==> src/rtl/muxn_stream.sv <==
// muxn_stream: N-channel packet multiplexer with a registered output stage.
// A grant is locked to one input channel from its first beat until the beat
// marked last, so packets from different channels never interleave.
// Channel selection uses the external sel port (mode 0). If MUXN_STREAM_RR_EN
// is defined, mode 1 selects channels by round-robin arbitration instead.
// If MUXN_STREAM_RR_EN is not defined, the mode port is ignored and the
// round-robin pointer is not built.

module muxn_stream #(
    parameter  int WIDTH = 16,
    parameter  int N     = 4,
    localparam int SELW  = ($clog2(N) > 1) ? $clog2(N) : 1
) (
    input  logic               clk,
    input  logic               rst_n,
    input  logic [N*WIDTH-1:0] in_data,
    input  logic [N-1:0]       in_valid,
    input  logic [N-1:0]       in_last,
    output logic [N-1:0]       in_ready,
    input  logic [SELW-1:0]    sel,
    input  logic               mode,
    output logic [WIDTH-1:0]   out_data,
    output logic               out_valid,
    output logic               out_last,
    output logic [SELW-1:0]    out_chan,
    input  logic               out_ready
);

    typedef enum logic {IDLE, LOCKED} state_t;

    state_t            state, state_nx;
    logic [SELW-1:0]   g, g_nx;
    logic              can_load;
    logic              take;
    logic              sel_ok;
    logic [WIDTH-1:0]  g_data;

    // The output register can accept a new beat when it is empty or is being drained in this cycle
    assign can_load = !out_valid || out_ready;
    assign take     = (state == LOCKED) && in_valid[g] && can_load;
    assign sel_ok   = (int'(sel) < N);

`ifdef MUXN_STREAM_RR_EN
    logic [SELW-1:0]   ptr, ptr_nx;
    logic [SELW-1:0]   rr_idx;
    logic [SELW-1:0]   rr_pick;
    logic              rr_found;

    // Find the first valid channel after the last granted channel, wrapping at N
    always_comb begin
        rr_found = 1'b0;
        rr_pick  = '0;
        rr_idx   = '0;
        for (int i = 1; i <= N; i++) begin
            rr_idx = SELW'((int'(ptr) + i) % N);
            if (!rr_found && in_valid[rr_idx]) begin
                rr_found = 1'b1;
                rr_pick  = rr_idx;
            end
        end
    end
`else
    logic unused_mode;
    assign unused_mode = mode;
`endif

    // Route the data of the granted channel to the output register
    always_comb begin
        g_data = '0;
        for (int k = 0; k < N; k++) begin
            if (SELW'(k) == g) g_data = in_data[k*WIDTH +: WIDTH];
        end
    end

    // Assert ready only on the granted channel, and only if the output stage can take a beat
    always_comb begin
        in_ready = '0;
        for (int k = 0; k < N; k++) begin
            in_ready[k] = (state == LOCKED) && (SELW'(k) == g) && can_load;
        end
    end

    // Next-state logic: grant a channel in IDLE, and release the grant after the last beat transfers
    always_comb begin
        state_nx = state;
        g_nx     = g;
`ifdef MUXN_STREAM_RR_EN
        ptr_nx   = ptr;
`endif
        case (state)
            IDLE: begin
`ifdef MUXN_STREAM_RR_EN
                if (mode) begin
                    if (rr_found) begin
                        state_nx = LOCKED;
                        g_nx     = rr_pick;
                        ptr_nx   = rr_pick;
                    end
                end else if (sel_ok && in_valid[sel]) begin
                    state_nx = LOCKED;
                    g_nx     = sel;
                end
`else
                if (sel_ok && in_valid[sel]) begin
                    state_nx = LOCKED;
                    g_nx     = sel;
                end
`endif
            end
            LOCKED: begin
                if (take && in_last[g]) state_nx = IDLE;
            end
            default: state_nx = IDLE;
        endcase
    end

    // Registers for the FSM state, the grant, and the round-robin pointer
    always_ff @(posedge clk or negedge rst_n) begin
        if (!rst_n) begin
            state <= IDLE;
            g     <= '0;
`ifdef MUXN_STREAM_RR_EN
            ptr   <= SELW'(N - 1);
`endif
        end else begin
            state <= state_nx;
            g     <= g_nx;
`ifdef MUXN_STREAM_RR_EN
            ptr   <= ptr_nx;
`endif
        end
    end

    // Output stage: load a beat on transfer, clear valid when drained, hold while stalled
    always_ff @(posedge clk or negedge rst_n) begin
        if (!rst_n) begin
            out_valid <= 1'b0;
            out_data  <= '0;
            out_last  <= 1'b0;
            out_chan  <= '0;
        end else if (take) begin
            out_valid <= 1'b1;
            out_data  <= g_data;
            out_last  <= in_last[g];
            out_chan  <= g;
        end else if (out_ready) begin
            out_valid <= 1'b0;
        end
    end

endmodule

==> config.mk <==
export PLATFORM = sky130hd
export DESIGN_NAME = muxn_stream
export DESIGN_NICKNAME = d
export VERILOG_FILES = /design/src/rtl/muxn_stream.sv
export SDC_FILE = /design/constraint.sdc
export NUM_CORES = 1
export LEC_CHECK = 0
export BUFFER_PORTS_ARGS = -buffer_cell sky130_fd_sc_hd__buf_4
export CAP_MARGIN = 10
export CORE_MARGIN = 3
export CORE_UTILIZATION = 41
export DETAILED_ROUTE_END_ITERATION = 6
export MAX_ROUTING_LAYER = met4
export PLACE_DENSITY = 0.84
export SYNTH_ARGS = -nofsm -noshare
export SYNTH_HDL_FRONTEND = slang
export SYNTH_SLANG_ARGS = --single-unit
==> constraint.sdc <==
create_clock -name clk -period 2.4 [get_ports clk]
set_input_delay 0.36 -clock clk [delete_from_list [all_inputs] [get_ports clk]]
set_output_delay 0.36 -clock clk [all_outputs]
set_load 0.03 [all_outputs]
# == Word-level counts from Yosys, hierarchy flattened ==
# Index checks and enable logic that the tools add are counted.
# Widths: inputs -> output; s select.
# totals
reg_bits,23
latch_bits,0
ram_bits,0
romBits,0
output_inout_bits,24
elab_cells,43
mem_count,0
# classes
add_sub_neg,0
n_mul,0
div,0
order_cmp,2
eq_ne,3
n_shift,0
n_mux,15
bitwise_logic,1
reduce_logical,16
# ops
operator,n
$mux 16,4
$logic_and 1x1->1,11
$mux 1,7
$bmux 1 s2,3
$lt 2x3->1 const B,2
$eq 2x2->1 const A,2
$eq 1x2->1 const A,1
$logic_not 2->1,1
$pmux 1 s2,1
$reduce_and 2->1,1
$reduce_bool 2->1,1
$logic_not 1->1,1
$logic_or 1x1->1,1
$not 1->1,1

# == Depth between registers and ports, before layout ==
# logic_depth
ltp_word,7
ltp_mapped,5
depth_no_buf,3

# == Least setup slack after synthesis ==
# Ideal clock, no wire load.
# synth_path
path_kind,reg2out
startpoint,reg g[0]
endpoint,out in_ready[1]
arrival_ns,1.631
path_slack_ns,0.409
stages_incl_launch_ff,5
n_path_buf,2
cell_sequence,dfrtp_1 buf_6 clkbuf_1 inv_1 nor3_1
# synth_via
elab_chain_len,3
# synth_lines
element,line_no,source
"start, declared",32,"logic [SELW-1:0] g, g_nx;"
"start signal, assigned",127,g <= g_nx;
$eq 1x2->1,79,in_ready[k] = (state == LOCKED) && (SELW'(k) == g) && can_load;
$logic_and 1x1->1 (2 in a row),79,
"end, declared",19,"output logic [N-1:0] in_ready,"
# Every way passes these cells.

# == Worst setup path after layout ==
# Same ends and word-level chain as after synthesis.

==> metrics <==
PnR worst setup slack=0.547 ns; Synth Register Bits=23; clk_lat worst skew=0.31 ns; WP buf/inv=3; CTS Sinks=23; Post-synth top cells=dfrtp_1, mux4_2, mux2_2, mux2_4; top-count cell post-synth=dfrtp_1; Remaining DRCs=0; vias in the first global route=1358; crit path cell chain=buf_4, inv_1, nor3_1, buf_4; CP max-delay cell=dfrtp_1; Top Ports=102; Pleak=about 0.0011 uW; GRT overflow=0; RSZ-0062 raised after global routing=no; DP HPWL=3170 microns; Placer Congestion=0.806; largest cells by area after synthesis=dfrtp_1, mux4_2, mux2_2, mux2_4, mux4_1; via/cell ratio=5.19; Max Cap Viol=0; Port Buffers=100; CP Capture Type=output pin; core region area=3180 sq um; Synth area leader=dfrtp_1; clock tree buffer depth=2; routed len/inst=between 15 and 20 microns; Clock transition at path regs=0.12 ns; Hold WS=0.290 ns; Mapped Cells=85; final hold viol count=0; nets@finish=265; number of synthesized flops with an enable pin=0; Fin Clk Skew=0.00355 ns; GRT Total Usage=0.209; Tmin final=1.85 ns; delay-heaviest family, CP=buffers and inverters; Rows=20; Hold Crit Class=input port to register; Syn Nets=163; Pre-Repair DR Iteration Count=3; Synth Cell Area=1420 sq um; synth warn=0; antenna cells=0; sum of negative setup slack=0 ns; utilization after layout=0.702; Root Driver=clkbuf_4; Tightest Pin Transition=0.346 ns; initial core utilization=0.445; via count=approximately 1200; VDD IR-drop max=0.835 mV; initial antenna violation count=0; global-route wire length before repair=6430 microns; area of the multi-input gates=785 sq um; Distinct cells, synth=21; Post-synth ARST share=1.00; # fillers=roughly 230; layout cells sized above 1=0.790; post-cts resize count=0; normalized max-slew margin=0.769; syn_area_per_cell=16.6 sq um; DIE WIDTH=about 65 microns; ANT nets after route=0; top-area cell type share of the netlist area=0.407; CP max FO=16; f_max=540 MHz; Worst EP arrival=1.49 ns; Die Ht=64.8 microns; critical path startpoint category=register; CP most frequent cell=buf_4; CP Class=register to output pin; critical path's largest stage delay=0.42 ns; Seq/Total Area, Yosys=0.407; Reg area=576 sq um; top_reg_cell synth=dfrtp_1; Setup WS pre-CTS=between 0.5 and 0.6 ns; status=finished, final reports clean; drt total wl=3900 microns; H-tree depth=1; Slew Viols, Final=0; r2r setup slk=0.61 ns; Starting DRT DRC Count=28; Final setup viols=0; TritonCTS buffer count=3; Pwr Density=1260 nW/um^2; DIE AREA=~4200 sq um; CTS tree=built; fin crit share=0.772; area grow syn2layout=57.6%; largest net degree at the start of global routing=24; CP Data Required Time=2.04 ns
[report_power, final]
part,internal [uW],switching [uW],total (uW)
sequential,592,123,715
combinational,980,927,1910
clock,62.2,117,180
total,1630,1170,2800
[area by class of cell]
cell class | instances | area share
sequential | 23 | 0.258
multi-input combinational | 54 | 0.352
inverter | 1 | 0.00168
clock buffer | 3 | 0.0101
clock inverter | 1 | 0.00224
tap | 44 | 0.0247
timing repair buffer | 104 | 0.351
[worst reg2reg max path, stage by stage, from the launching register on]
cell and delay [ns]:
dfrtp_1 0.42, mux4_2 0.58, nand3_4 0.31, mux2_2 0.39
[per-layer routing]
layer	track usage	wire (microns)
met1	0.216	1370
met2	0.400	2230
met3	0.0381	252
met4	0.0580	54
met5	-	0
[through the flow]
step                cells  area [sq um]  power (uW)
floorplan              85          1420        2100
finish                230          2230        2800
detailed placement    225          2190        2650
global placement      225          2190        2590
global route          230          2230        2970
CTS                   230          2230        2840
[sequential cells by signal, summed over array words and instances (netlist names)]
| register | cells |
|---|---|
| g | 2 |
| out_chan | 2 |
| out_data | 16 |
| out_last | 1 |
| out_valid | 1 |
| state | 1 |
[cells by family after synthesis]
family	after synthesis	synth area share
AOI/OAI and AO/OA	3	0.0203
buffers and inverters	8	0.0389
muxes	39	0.485
DFF	23	0.407
and+or+nand+nor	12	0.0495
[cell usage in the layout, fill, tap and decap left out]
cell | synthesis | routed
a21bo_2 | 2 | 2
buf_4 | 0 | 103
clkbuf_4 | 0 | 3
clkinv_2 | 0 | 1
dfrtp_1 | 23 | 23
dlygate4sd3_1 | 0 | 1
inv_1 | 1 | 1
mux2_2 | 11 | 11
mux2_4 | 8 | 8
mux2i_1 | 1 | 1
mux4_1 | 1 | 1
mux4_2 | 18 | 18
nand2_1 | 3 | 3
nand2b_1 | 2 | 2
nand3_1 | 1 | 1
nand3_4 | 1 | 1
nand4_1 | 1 | 1
nor2_1 | 2 | 2
nor3_1 | 2 | 2
o2bb2ai_1 | 1 | 1
[what timing repair did]
action	4_1_cts	5_1_grt
hold buffers	1	0
setup buffers	0	0
hold endpoints to repair	23	0
[final timing paths]
kind                                 startpoint                        to  cells after the start
setup / recovery               g[0]$_DFFE_PN0P_               in_ready[1]                      4
hold / removal                           sel[1]          g[1]$_DFFE_PN0P_                      2
setup reg to reg               g[0]$_DFFE_PN0P_  out_data[13]$_DFFE_PN0P_                      3
hold reg to reg            out_last$_DFFE_PN0P_      out_last$_DFFE_PN0P_                      1
max in group asynchronous                 rst_n   out_data[7]$_DFFE_PN0P_                      2
min in group asynchronous                 rst_n   out_data[1]$_DFFE_PN0P_                      2
Note: power is estimated with default switching activity, not from simulation.
